### src/rtl/lvds_input_axi_write.sv
// AXI4-Lite write-only slave for the LVDS input control registers (CR, SR, DSIZE).
// Define LVDS_INPUT_WSTRB_EN to honour WSTRB byte lanes; otherwise every write is full 32-bit.
module lvds_input_axi_write #(
    parameter logic [31:0] DSIZE_RESET = 32'd4096
) (
    input  logic        ACLK,
    input  logic        ARESET,
    input  logic [31:0] AWADDR,
    input  logic        AWVALID,
    output logic        AWREADY,
    input  logic [31:0] WDATA,
    input  logic [3:0]  WSTRB,
    input  logic        WVALID,
    output logic        WREADY,
    output logic [1:0]  BRESP,
    output logic        BVALID,
    input  logic        BREADY,
    output logic        cr_test,
    output logic        cr_rt,
    output logic [31:0] dsize,
    output logic        sr_pc_clr
);
    typedef enum logic [2:0] {IDLE, GOT_A, GOT_W, WRITE, RESP} state_t;

    localparam logic [1:0] OKAY   = 2'b00;
    localparam logic [1:0] SLVERR = 2'b10;

    state_t      state_q, state_d;
    logic [7:0]  awaddr_q, awaddr_d;
    logic [31:0] wdata_q, wdata_d;
    logic [3:0]  wstrb_q, wstrb_d;
    logic        cr_test_q, cr_test_d;
    logic        cr_rt_q, cr_rt_d;
    logic [31:0] dsize_q, dsize_d;
    logic        sr_pc_clr_q, sr_pc_clr_d;
    logic        bvalid_q, bvalid_d;
    logic [1:0]  bresp_q, bresp_d;
    logic        awready_q, awready_d;
    logic        wready_q, wready_d;

    logic        aw_hs, w_hs;
    logic [3:0]  strb;
    logic [31:0] merged;
    logic        unused_addr;

    assign unused_addr = ^AWADDR[31:8];

`ifdef LVDS_INPUT_WSTRB_EN
    assign strb = wstrb_q;
`else
    logic unused_wstrb;
    assign strb         = 4'hF;
    assign unused_wstrb = ^wstrb_q;
`endif

    assign aw_hs = AWVALID && awready_q;
    assign w_hs  = WVALID && wready_q;

    // DSIZE candidate: old value with the enabled byte lanes replaced
    always_comb begin
        merged = dsize_q;
        for (int i = 0; i < 4; i++)
            if (strb[i]) merged[8*i +: 8] = wdata_q[8*i +: 8];
    end

    always_comb begin
        state_d     = state_q;
        awaddr_d    = awaddr_q;
        wdata_d     = wdata_q;
        wstrb_d     = wstrb_q;
        cr_test_d   = cr_test_q;
        cr_rt_d     = cr_rt_q;
        dsize_d     = dsize_q;
        sr_pc_clr_d = 1'b0;
        bvalid_d    = bvalid_q;
        bresp_d     = bresp_q;

        if (aw_hs) awaddr_d = AWADDR[7:0];
        if (w_hs) begin
            wdata_d = WDATA;
            wstrb_d = WSTRB;
        end

        case (state_q)
            IDLE: begin
                if (aw_hs && w_hs) state_d = WRITE;
                else if (aw_hs)    state_d = GOT_A;
                else if (w_hs)     state_d = GOT_W;
            end
            GOT_A: if (w_hs)  state_d = WRITE;
            GOT_W: if (aw_hs) state_d = WRITE;
            WRITE: begin
                state_d  = RESP;
                bvalid_d = 1'b1;
                bresp_d  = OKAY;
                case (awaddr_q)
                    8'h00: if (strb[0]) {cr_rt_d, cr_test_d} = wdata_q[1:0];
                    8'h04: sr_pc_clr_d = strb[0] && wdata_q[0];
                    8'h08: begin
                        if (merged == 32'd0) bresp_d = SLVERR;
                        else                 dsize_d = merged;
                    end
                    default: bresp_d = SLVERR;
                endcase
            end
            RESP: begin
                if (BREADY) begin
                    state_d  = IDLE;
                    bvalid_d = 1'b0;
                end
            end
            default: state_d = IDLE;
        endcase

        awready_d = (state_d == IDLE) || (state_d == GOT_W);
        wready_d  = (state_d == IDLE) || (state_d == GOT_A);
    end

    always_ff @(posedge ACLK) begin
        if (ARESET) begin
            state_q     <= IDLE;
            awaddr_q    <= '0;
            wdata_q     <= '0;
            wstrb_q     <= '0;
            cr_test_q   <= 1'b0;
            cr_rt_q     <= 1'b0;
            dsize_q     <= DSIZE_RESET;
            sr_pc_clr_q <= 1'b0;
            bvalid_q    <= 1'b0;
            bresp_q     <= OKAY;
            awready_q   <= 1'b1;
            wready_q    <= 1'b1;
        end else begin
            state_q     <= state_d;
            awaddr_q    <= awaddr_d;
            wdata_q     <= wdata_d;
            wstrb_q     <= wstrb_d;
            cr_test_q   <= cr_test_d;
            cr_rt_q     <= cr_rt_d;
            dsize_q     <= dsize_d;
            sr_pc_clr_q <= sr_pc_clr_d;
            bvalid_q    <= bvalid_d;
            bresp_q     <= bresp_d;
            awready_q   <= awready_d;
            wready_q    <= wready_d;
        end
    end

    assign AWREADY   = awready_q;
    assign WREADY    = wready_q;
    assign BVALID    = bvalid_q;
    assign BRESP     = bresp_q;
    assign cr_test   = cr_test_q;
    assign cr_rt     = cr_rt_q;
    assign dsize     = dsize_q;
    assign sr_pc_clr = sr_pc_clr_q;
endmodule

### config.mk
export PLATFORM = sky130hd
export DESIGN_NAME = lvds_input_axi_write
export DESIGN_NICKNAME = d
export VERILOG_FILES = /design/src/rtl/lvds_input_axi_write.sv
export SDC_FILE = /design/constraint.sdc
export NUM_CORES = 1
export LEC_CHECK = 0
export ABC_AREA = 1
export BUFFER_PORTS_ARGS = -buffer_cell sky130_fd_sc_hd__buf_2
export CAP_MARGIN = 20
export CORE_MARGIN = 2
export CORE_UTILIZATION = 45
export CTS_CLUSTER_SIZE = 20
export DETAILED_ROUTE_END_ITERATION = 16
export GPL_TIMING_DRIVEN = 0
export PLACE_DENSITY = 0.73
export SLEW_MARGIN = 20
export SYNTH_ARGS = -nofsm -noshare
export SYNTH_HDL_FRONTEND = slang
export SYNTH_SLANG_ARGS = --single-unit
### constraint.sdc
create_clock -name ACLK -period 1.6 [get_ports ACLK]
set_input_delay 0.32 -clock ACLK [delete_from_list [all_inputs] [get_ports ACLK]]
set_output_delay 0.32 -clock ACLK [all_outputs]
set_load 0.05 [all_outputs]
Word-level counts from Yosys, hierarchy flattened --
Index checks and enable logic that the tools add are counted.
Storage, ports and cells: register bits after elaboration 83, input bits 73, output and inout port bits 40, logic and storage cells 49
Operators by class: equal/unequal tests 9, muxes and demuxes 11, bitwise logic cells 3, reduce and logical (&&, ||, !) cells 15
Operators by type and width (number):
- 32-bit logical NOT | 1
- 3-bit 2-to-1 mux | 6
- 3-bit one-hot mux with 5 select lines | 1
- 3-bit by 2-bit equality test with 1-bit output, second input constant | 3
- 8-bit by 3-bit equality test with 1-bit output, second input constant | 1
- 8-bit by 4-bit equality test with 1-bit output, second input constant | 1
- 8-bit logical NOT | 1
- 3-bit by 1-bit equality test with 1-bit output, second input constant | 2
- 3-bit logical NOT | 2
- 2-bit one-hot mux with 2 select lines | 1
- 2-bit AND reduction | 2
- 3-bit equality test, second input constant | 1
- 1-bit logical AND | 3
- 1-bit inverter | 3
- 3-bit AND reduction | 1
- 3-bit OR reduction | 1
- 1-bit logical OR | 2
- 2-bit 2-to-1 mux | 1
- 2-bit inequality test, second input constant | 1
- 1-bit one-hot mux with 2 select lines | 1
- 2-bit nonzero test | 1
- 2-bit OR reduction | 1
- 1-bit 2-to-1 mux | 1

Logic depth before layout (Yosys ltp) --
Gate-level depths: netlist (run 1).
depth in word-level cells 7, depth in mapped cells 9, gate-level depth less buffers 8

Worst setup path before layout (run 1) --
Ideal clock, no wire load.
path type reg-to-reg, start point register wready_q (netlist: WREADY), end point register wdata_q[30] (netlist: merged[30]), setup time 0.065 ns, arrival 1.395 ns, required time 1.535 ns, path slack 0.141 ns, stages on the path, launching flop included 6, path buffers 1, clock period less this slack 1.459 ns, cells stage by stage dfxtp_1 nand2_1 inv_1 buf_1 nor2_1 nor2_1
On the way: longest elaborated chain between the ends 1
RTL lines:
- from (decl) | RTL line 39 | logic wready_q, wready_d;
- from (signal assigned) | RTL line 145 | wready_q <= wready_d;
- 1-bit logical AND | RTL line 57 | assign w_hs = WVALID && wready_q;
- to (signal assigned) | RTL line 136 | wdata_q <= wdata_d;
- to (decl) | RTL line 30 | logic [31:0] wdata_q, wdata_d;
Every way passes these cells. A chain may end at the register's enable or synchronous reset.

Final worst setup path (run 1) --
start point register state_q[1], end point register dsize_q[7] (netlist: dsize[7])
On the way: longest elaborated chain between the ends 2
RTL lines:
- from (decl) | RTL line 28 | state_t state_q, state_d;
- from (signal assigned) | RTL line 134 | state_q <= state_d;
- 3-bit by 2-bit equality test with 1-bit output | RTL line 84 | case (state_q)
- 3-bit AND reduction (no source line)
- to (signal assigned) | RTL line 140 | dsize_q <= dsize_d;
- to (decl) | RTL line 34 | logic [31:0] dsize_q, dsize_d;
Every way passes these cells.

==> results.yml, run 1 <==
global_route:
  grt_max_degree: 13
  grt_first_pass_wirelength_um: 11900
  grt_pass1_vias: 2753
  antenna_found_initial: 0
  grt_overflow: 0
  globalRouteTotalUtil_pct: 19.4
placement:
  io_buffers: 83
  post-dp-hpwl_um: 5110
  gp_congestion: 0.805
  place_area_mm2: 0.00377
clock_network:
  htree_levels: 3
  cts.sinks: 82
  clkLatencyLatePin_ns: 0.35
  cts_buffer_depth: 2
  cts_tree: "yes"
  cts_made_buffers: 9
  clkSlewWorstSetupHoldPaths_ns: 0.08
  ctsHoldBuffers: 0
  cts_root_buf: "clkbuf_8"
floorplanning:
  initial_core_util_pct: 47.1
  core_mm2: 0.00687
  num_rows: 30
  io_pins: 113
  die_h_um: 88.8
  dieArea_mm2: 0.00789
  die_w_um: 88.8
logic_synthesis:
  yosysWarnings: 0
  ys_seq_area_share_pct: 50.7
  yosysUniqueCellTypes: 20
  postSynthCellCount: 459
  synth_area_mm2: 0.00324
  ys_ff_latch: 82
  syn_avg_cell_area_um2: 7.05
  syn-num-nets: 532
finish:
  stdcell_area_mm2: 0.00412
  drive_gt1_share_pct: 23.7
  syn_to_final_growth_pct: 27.1
  n_antenna_cell: 0
  nets: 636
timing:
  fin_skew_ns: 0.0131
  holdWs_ns: 0.209
  drv_slew: 0
  fmax_mhz: 655
  fin_crit_sh_pct: 95.4
  finalCriticalPeriod_ns: 1.53
  hold_violations: 0
  setup_viol: 0
run:
  drv_cap: 0
route:
  vias: 2974
  drc_errors: 0
  dr.pass1.iters: 4
  antenna_left: 0
  dr.first_iter.drc_count: 79
  totalWireLength_um: 7320
  avgViaCountPerCell: 4.49
  avgRoutedWirePerCell_um: 11.0
critical_path:
  cp-startpoint: "state_q[1]"
  crit_fanout: 10
  r2r-start: "state_q[1]"
  end_kind: "flip-flop"
  critPathLaunchType: "flip-flop"
  worstPathArrival_ns: 1.77
  critPathKind: "reg -> reg"
  worstPathRequired_ns: 1.84
status:
  status: "finished clean"
power:
  p_per_area_mw_per_mm2: 1070
  power.leakage_nw: 2.13
  peakVddDrop_mv: 0.619
worst_hold_path:
  hold_class: "in -> reg"
  hold_start: "ARESET"
-- cells in the mapped netlist, drive strengths merged --
master  number  area share, %
conb         1           0.12
nand4        2           0.39
a21oi        6           0.93
buf         13            3.0
o211ai       2           0.46
nand3b       1           0.23
nand2       79            9.2
clkbuf       9            1.0
nand3        7            1.2
inv         39            4.5
nor2       174             21
o21ai       43            7.0
or2          1           0.19
dfxtp       82             51
-- metrics by stage --
step           std cells  util, %  TNS, ns  worst slack (ns)  total power [W]
4_1_cts              652     57.9        0          0.000861          0.00442
6_report             662     59.9        0            0.0734          0.00442
2_1_floorplan        459        -        0             0.141          0.00267
5_1_grt              662     59.9   -0.133           -0.0408          0.00464
3_5_place_dp         638     54.9   -0.857           -0.0584          0.00284
3_3_place_gp         638     54.9   -0.706           -0.0530          0.00282
-- per-layer routing --
layer | part of all wire (%) | routed length, µm | global-route usage (%) | vias to the layer above
met3 | 6.0 | 442 | 5.88 | 7
li1 | - | - | - | 1600
met1 | 45 | 3310 | 23.6 | 1301
met5 | 0 | 0 | 0 | -
met2 | 48 | 3480 | 32.8 | 66
met4 | 1.2 | 87 | 6.75 | 0
-- report_power, final --
part,internal [W],leakage [nW],total [W],switching (W)
sequential,0.00217,0.673,0.00227,0.0000940
clock,0.000903,0.105,0.00160,0.000692
combinational,0.000198,1.35,0.000557,0.000359
-- kinds of logic (layout without fill, tap and decap cells) --
kind of cell / count (synthesis) / count (layout) / synth area share [%]
AO/OA/AOI/OAI: 51 / 51 / 8.38
buffers and inverters: 61 / 168 / 8.58
flip-flops: 82 / 82 / 50.7
other: 1 / 1 / 0.116
AND/OR/NAND/NOR: 264 / 264 / 32.2
-- cell type report --
type / count / area (µm²)
Timing Repair Buffer: 93 / 513
Fill cell: 702 / 2750
Inverter: 39 / 146
Clock inverter: 3 / 65.1
Sequential cell: 82 / 1650
Multi-Input combinational cell: 316 / 1340
Tap cell: 96 / 120
Buffer: 22 / 139
Clock buffer: 11 / 141
-- flip-flops by register name, summed over array words and instances (netlist names) --
name / count
cr_rt: 1
state_q: 3
cr_test: 1
WREADY: 1
BVALID: 1
AWREADY: 1
merged: 32
sr_pc_clr: 1
BRESP: 1
dsize: 32
awaddr_q: 8
-- critical path: stages, from the launching register on --
cell,delay [ns]
dfxtp_2,0.37
nand2_2,0.08
nor2_4,0.14
nand3_2,0.09
nor2_4,0.17
o21ai_4,0.10
buf_6,0.15
buf_6,0.13
nor2_1,0.13
nor2_1,0.06
-- worst paths after layout --
path              endpoint  slack, ns  cells past startpoint
hold / removal      BVALID       0.21                      2
setup / recovery  dsize[7]       0.07                      9
setup reg to reg  dsize[7]       0.07                      9
hold reg to reg     BVALID       0.47                      2
-- cell usage in the layout, fill, tap and decap left out --
cell type	instances
o211ai_1	2
clkinv_2	1
clkbuf_16	1
inv_1	39
bufinv_16	2
clkbuf_1	10
clkbuf_8	10
o21ai_0	42
buf_8	2
nor2_2	6
nand3_2	1
buf_4	7
or2_2	1
nand3_1	6
conb_1	1
buf_6	6
dfxtp_1	77
nand2_1	76
dfxtp_2	5
nand2_2	3
o21ai_4	1
nor2_4	4
buf_1	6
nand4_1	2
nand3b_1	1
nor2_1	164
buf_2	84
a21oi_1	6
-- what timing repair did --
item / CTS / global route
gates cloned: 0 / 2
pin swaps: 1 / 10
resized for setup: 0 / 17
setup endpoints to repair: 1 / 32
endpoints found under the hold margin: 0 / 0
setup buffers: 0 / 8
Note: power is estimated with default switching activity, not from simulation.
==> run 2: changes to the inputs <==
- SETUP_SLACK_MARGIN: unset -> 0.3
==> results.yml, run 2 (synthesis gave the netlist of run 1 again) <==
clock_network:
  cts_made_buffers: 9
  cts_root_buf: "clkbuf_8"
  ctsHoldBuffers: 0
  clkLatencyLatePin_ns: 0.35
  cts_buffer_depth: 2
  clkSlewWorstSetupHoldPaths_ns: 0.08
  cts_tree: "yes"
  htree_levels: 3
  cts.sinks: 82
finish:
  n_antenna_cell: 0
  syn_to_final_growth_pct: 27.5
  final_cells: 659
  layout_common_cells: "160 x nor2_1, 76 x nand2_1, 74 x dfxtp_1"
  mostFrequentLayoutCell: "nor2_1"
  nets: 634
  nFillCells: 665
  drive_gt1_share_pct: 26.1
  stdcell_area_mm2: 0.00413
critical_path:
  end_kind: "flip-flop"
  critPathKind: "reg -> reg"
  worstPathRequired_ns: 1.84
  critPathLaunchType: "flip-flop"
  worstPathArrival_ns: 1.72
  crit_fanout: 10
timing:
  rsz0062_at_grt: "yes"
  hold_violations: 0
  finalCriticalPeriod_ns: 1.48
  drv_slew: 0
  fin_tns_setup_ns: 0
  fin_skew_ns: 0.0103
  setup_viol: 0
  fin_ws_ns: 0.121
  fin_crit_sh_pct: 92.5
  fmax_mhz: 676
placement:
  gp_congestion: 0.766
  io_buffers: 83
  dp.cells: 638
  dp_slack_ns: -0.0757
  place_area_mm2: 0.00377
  post-dp-hpwl_um: 5240
power:
  peakVddDrop_mv: 0.692
  power.leakage_nw: 2.12
  design_power_total_w: 0.00429
  p_per_area_mw_per_mm2: 1040
global_route:
  globalRouteTotalUtil_pct: 20.0
  grt_pass1_vias: 2838
  grt_max_degree: 13
  grt_first_pass_wirelength_um: 12200
  grt_overflow: 0
  antenna_found_initial: 0
route:
  dr.pass1.iters: 4
  totalWireLength_um: 7230
  vias: 2951
  avgViaCountPerCell: 4.48
  drc_errors: 0
  antenna_left: 0
  avgRoutedWirePerCell_um: 11.0
  dr.first_iter.drc_count: 122
floorplanning:
  die_h_um: 88.8
  io_pins: 113
  initial_core_util_pct: 47.1
  die_w_um: 88.8
  dieArea_mm2: 0.00789
  core_mm2: 0.00687
  num_rows: 30
worst_hold_path:
  hold_class: "in -> reg"
status:
  status: "finished clean"
run:
  drv_cap: 0
==> run 2: worst max-delay path, stage by stage, from the launching register on <==
cell and delay [ns]:
dfxtp_2 0.34, nor2_2 0.11, nand2_1 0.08, nor2_2 0.14, nand2_2 0.09, o21ai_4 0.18
buf_12 0.15, buf_8 0.13, nand2_1 0.06, nand2_1 0.06, nor2_1 0.05
==> run 2: worst paths after layout <==
path	cells after the start	slack (ns)	end	from
hold reg to reg	2	0.47	BVALID	BVALID
setup / recovery	10	0.12	dsize[29]	merged[3]
setup reg to reg	10	0.12	dsize[29]	merged[3]
hold / removal	2	0.21	BVALID	ARESET
==> run 2: stage by stage <==
| stage | util, % | hold WS [ns] |
|---|---|---|
| 6_report | 60.1 | 0.205 |
| 5_1_grt | 60.1 | 0.203 |
| 4_1_cts | 58.9 | 0.186 |
| 3_5_place_dp | 55.0 | 0.458 |
| 3_3_place_gp | 55.0 | 0.448 |
| 2_1_floorplan | - | 0.389 |
==> run 2: layout make-up <==
| class | count | area (µm²) | area share (%) |
|---|---|---|---|
| multi-input combinational | 316 | 1360 | 32.8 |
| buffer | 22 | 153 | 3.70 |
| clock buffer | 10 | 138 | 3.33 |
| timing repair buffer | 91 | 520 | 12.6 |
| inverter | 39 | 146 | 3.55 |
| sequential | 82 | 1650 | 40.1 |
| tap | 96 | 120 | 2.91 |
| clock inverter | 3 | 42.5 | 1.03 |
==> run 2: layer usage <==
| metal | routed length [µm] | vias up | global-route usage (%) | share of wire, % |
|---|---|---|---|---|
| li1 | - | 1591 | - | - |
| met1 | 3220 | 1289 | 24.0 | 45 |
| met2 | 3540 | 65 | 34.3 | 49 |
| met3 | 379 | 6 | 4.01 | 5.2 |
| met4 | 86 | 0 | 9.37 | 1.2 |
| met5 | 0 | - | 0 | 0 |
==> run 2: where the power goes <==
group	switching, W	internal [W]
clock network	0.000698	0.000735
registers	0.0000924	0.00217
logic	0.000365	0.000226
==> run 2: what timing repair did <==
action | 4_1_cts | 5_1_grt
pin swaps | 8 | 4
endpoints found under the setup margin | 56 | 60
resized for setup | 17 | 31
buffers inserted | 6 | 2
==> run 3: changes to the inputs <==
- CORE_UTILIZATION: 45 -> 49
- PLACE_DENSITY: 0.73 -> 0.79
==> results.yml, run 3 (synthesis gave the netlist of run 1 again) <==
critical_path:
  critPathLaunchType: "flip-flop"
  worstPathRequired_ns: 1.84
  path_buf_inv: 2
  worstPathArrival_ns: 1.71
  max_stage_delay_ns: 0.33
  path_cells: "nor2_1, nand2_2, nor2_4, nand2_2, o21ai_4, buf_12, buf_8, nand2_1, nand2_1, nor2_1"
  cp-startpoint: "merged[6]"
  end_kind: "flip-flop"
  crit_fanout: 10
  slowest_stage: "dfxtp_2"
  r2r-start: "merged[6]"
  critPathKind: "reg -> reg"
  critPathTopFamily: "simple AND/OR/NAND/NOR gates"
floorplanning:
  initial_core_util_pct: 50.7
  die_w_um: 85.3
  core_mm2: 0.00639
  dieArea_mm2: 0.00727
  die_h_um: 85.3
  num_rows: 29
  io_pins: 113
finish:
  multi_input_area_mm2: 0.00137
  layout_common_cells: "158 x nor2_1, 77 x buf_2, 75 x nand2_1"
  nFillCells: 563
  mostFrequentLayoutCell: "nor2_1"
  nets: 634
  syn_to_final_growth_pct: 27.6
  n_antenna_cell: 0
  regArea_mm2: 0.00166
  drive_gt1_share_pct: 27.8
  final_cells: 642
route:
  antenna_left: 0
  drc_errors: 0
  dr.first_iter.drc_count: 117
  totalWireLength_um: 7070
  avgViaCountPerCell: 4.68
  vias: 3004
  dr.pass1.iters: 4
  avgRoutedWirePerCell_um: 11.0
timing:
  finalCriticalPeriod_ns: 1.47
  fin_crit_sh_pct: 91.7
  rsz0062_at_grt: "yes"
  hold_violations: 0
  fin_tns_setup_ns: 0
  fin_skew_ns: 0.00768
  setup_viol: 0
  fmax_mhz: 681
  drv_slew: 0
clock_network:
  cts_tree: "yes"
  ctsHoldBuffers: 0
  clkLatencyLatePin_ns: 0.34
  cts_buffer_depth: 2
  cts.sinks: 82
  cts_made_buffers: 9
  cts_root_buf: "clkbuf_8"
  htree_levels: 3
  clkSlewWorstSetupHoldPaths_ns: 0.07
global_route:
  grt_overflow: 0
  grt_max_degree: 13
  grt_pass1_vias: 2819
  grt_first_pass_wirelength_um: 12000
  globalRouteTotalUtil_pct: 20.6
  antenna_found_initial: 0
placement:
  post-dp-hpwl_um: 5060
  gp_congestion: 0.789
  io_buffers: 83
  dp.cells: 619
power:
  p_per_area_mw_per_mm2: 1060
  peakVddDrop_mv: 0.633
  power.leakage_nw: 2.14
worst_hold_path:
  hold_class: "in -> reg"
  hold_start: "ARESET"
run:
  drv_cap: 0
status:
  status: "finished clean"
## run 3: cell type report
type | instances | share of cell area, %
clock buffers | 13 | 4.09
repair buffers | 91 | 12.4
multi-input cells | 316 | 33.0
inverters | 39 | 3.54
flip-flops and latches | 82 | 40.1
well taps | 77 | 2.33
plain buffers | 22 | 3.69
clock inverters | 2 | 0.848
## run 3: path summary, 6_finish.rpt
check,end,slack [ns],cells after the start
max,dsize[27],0.13,10
min,BVALID,0.20,2
max reg2reg,dsize[27],0.13,10
min reg2reg,BVALID,0.47,2
## run 3: what timing repair did
item                                    CTS  global route
endpoints found under the setup margin   59            51
resized for setup                        23            29
setup buffers                             6             2
pin swaps                                 5             8
## run 3: report_power, final
group	switching [W]	internal (W)
clock network	0.000674	0.000839
logic	0.000372	0.000225
registers	0.0000943	0.00218
## run 3: through the flow
stage	worst slack, ns	area (µm²)	util (%)	power (W)	hold WS, ns
floorplan	0.244	3240	-	0.00267	0.389
global placement	-0.0568	3750	58.7	0.00282	0.448
detailed placement	-0.0710	3750	58.7	0.00284	0.455
CTS	0.149	4060	63.6	0.00438	0.193
global route	0.0258	4130	64.7	0.00458	0.230
finish	0.133	4130	64.7	0.00438	0.203
## run 3: layer usage
layer	track usage [%]	share of wire, %
met5	0	0
met4	9.24	1.8
met3	4.09	5.7
met2	34.9	49
met1	25.3	44
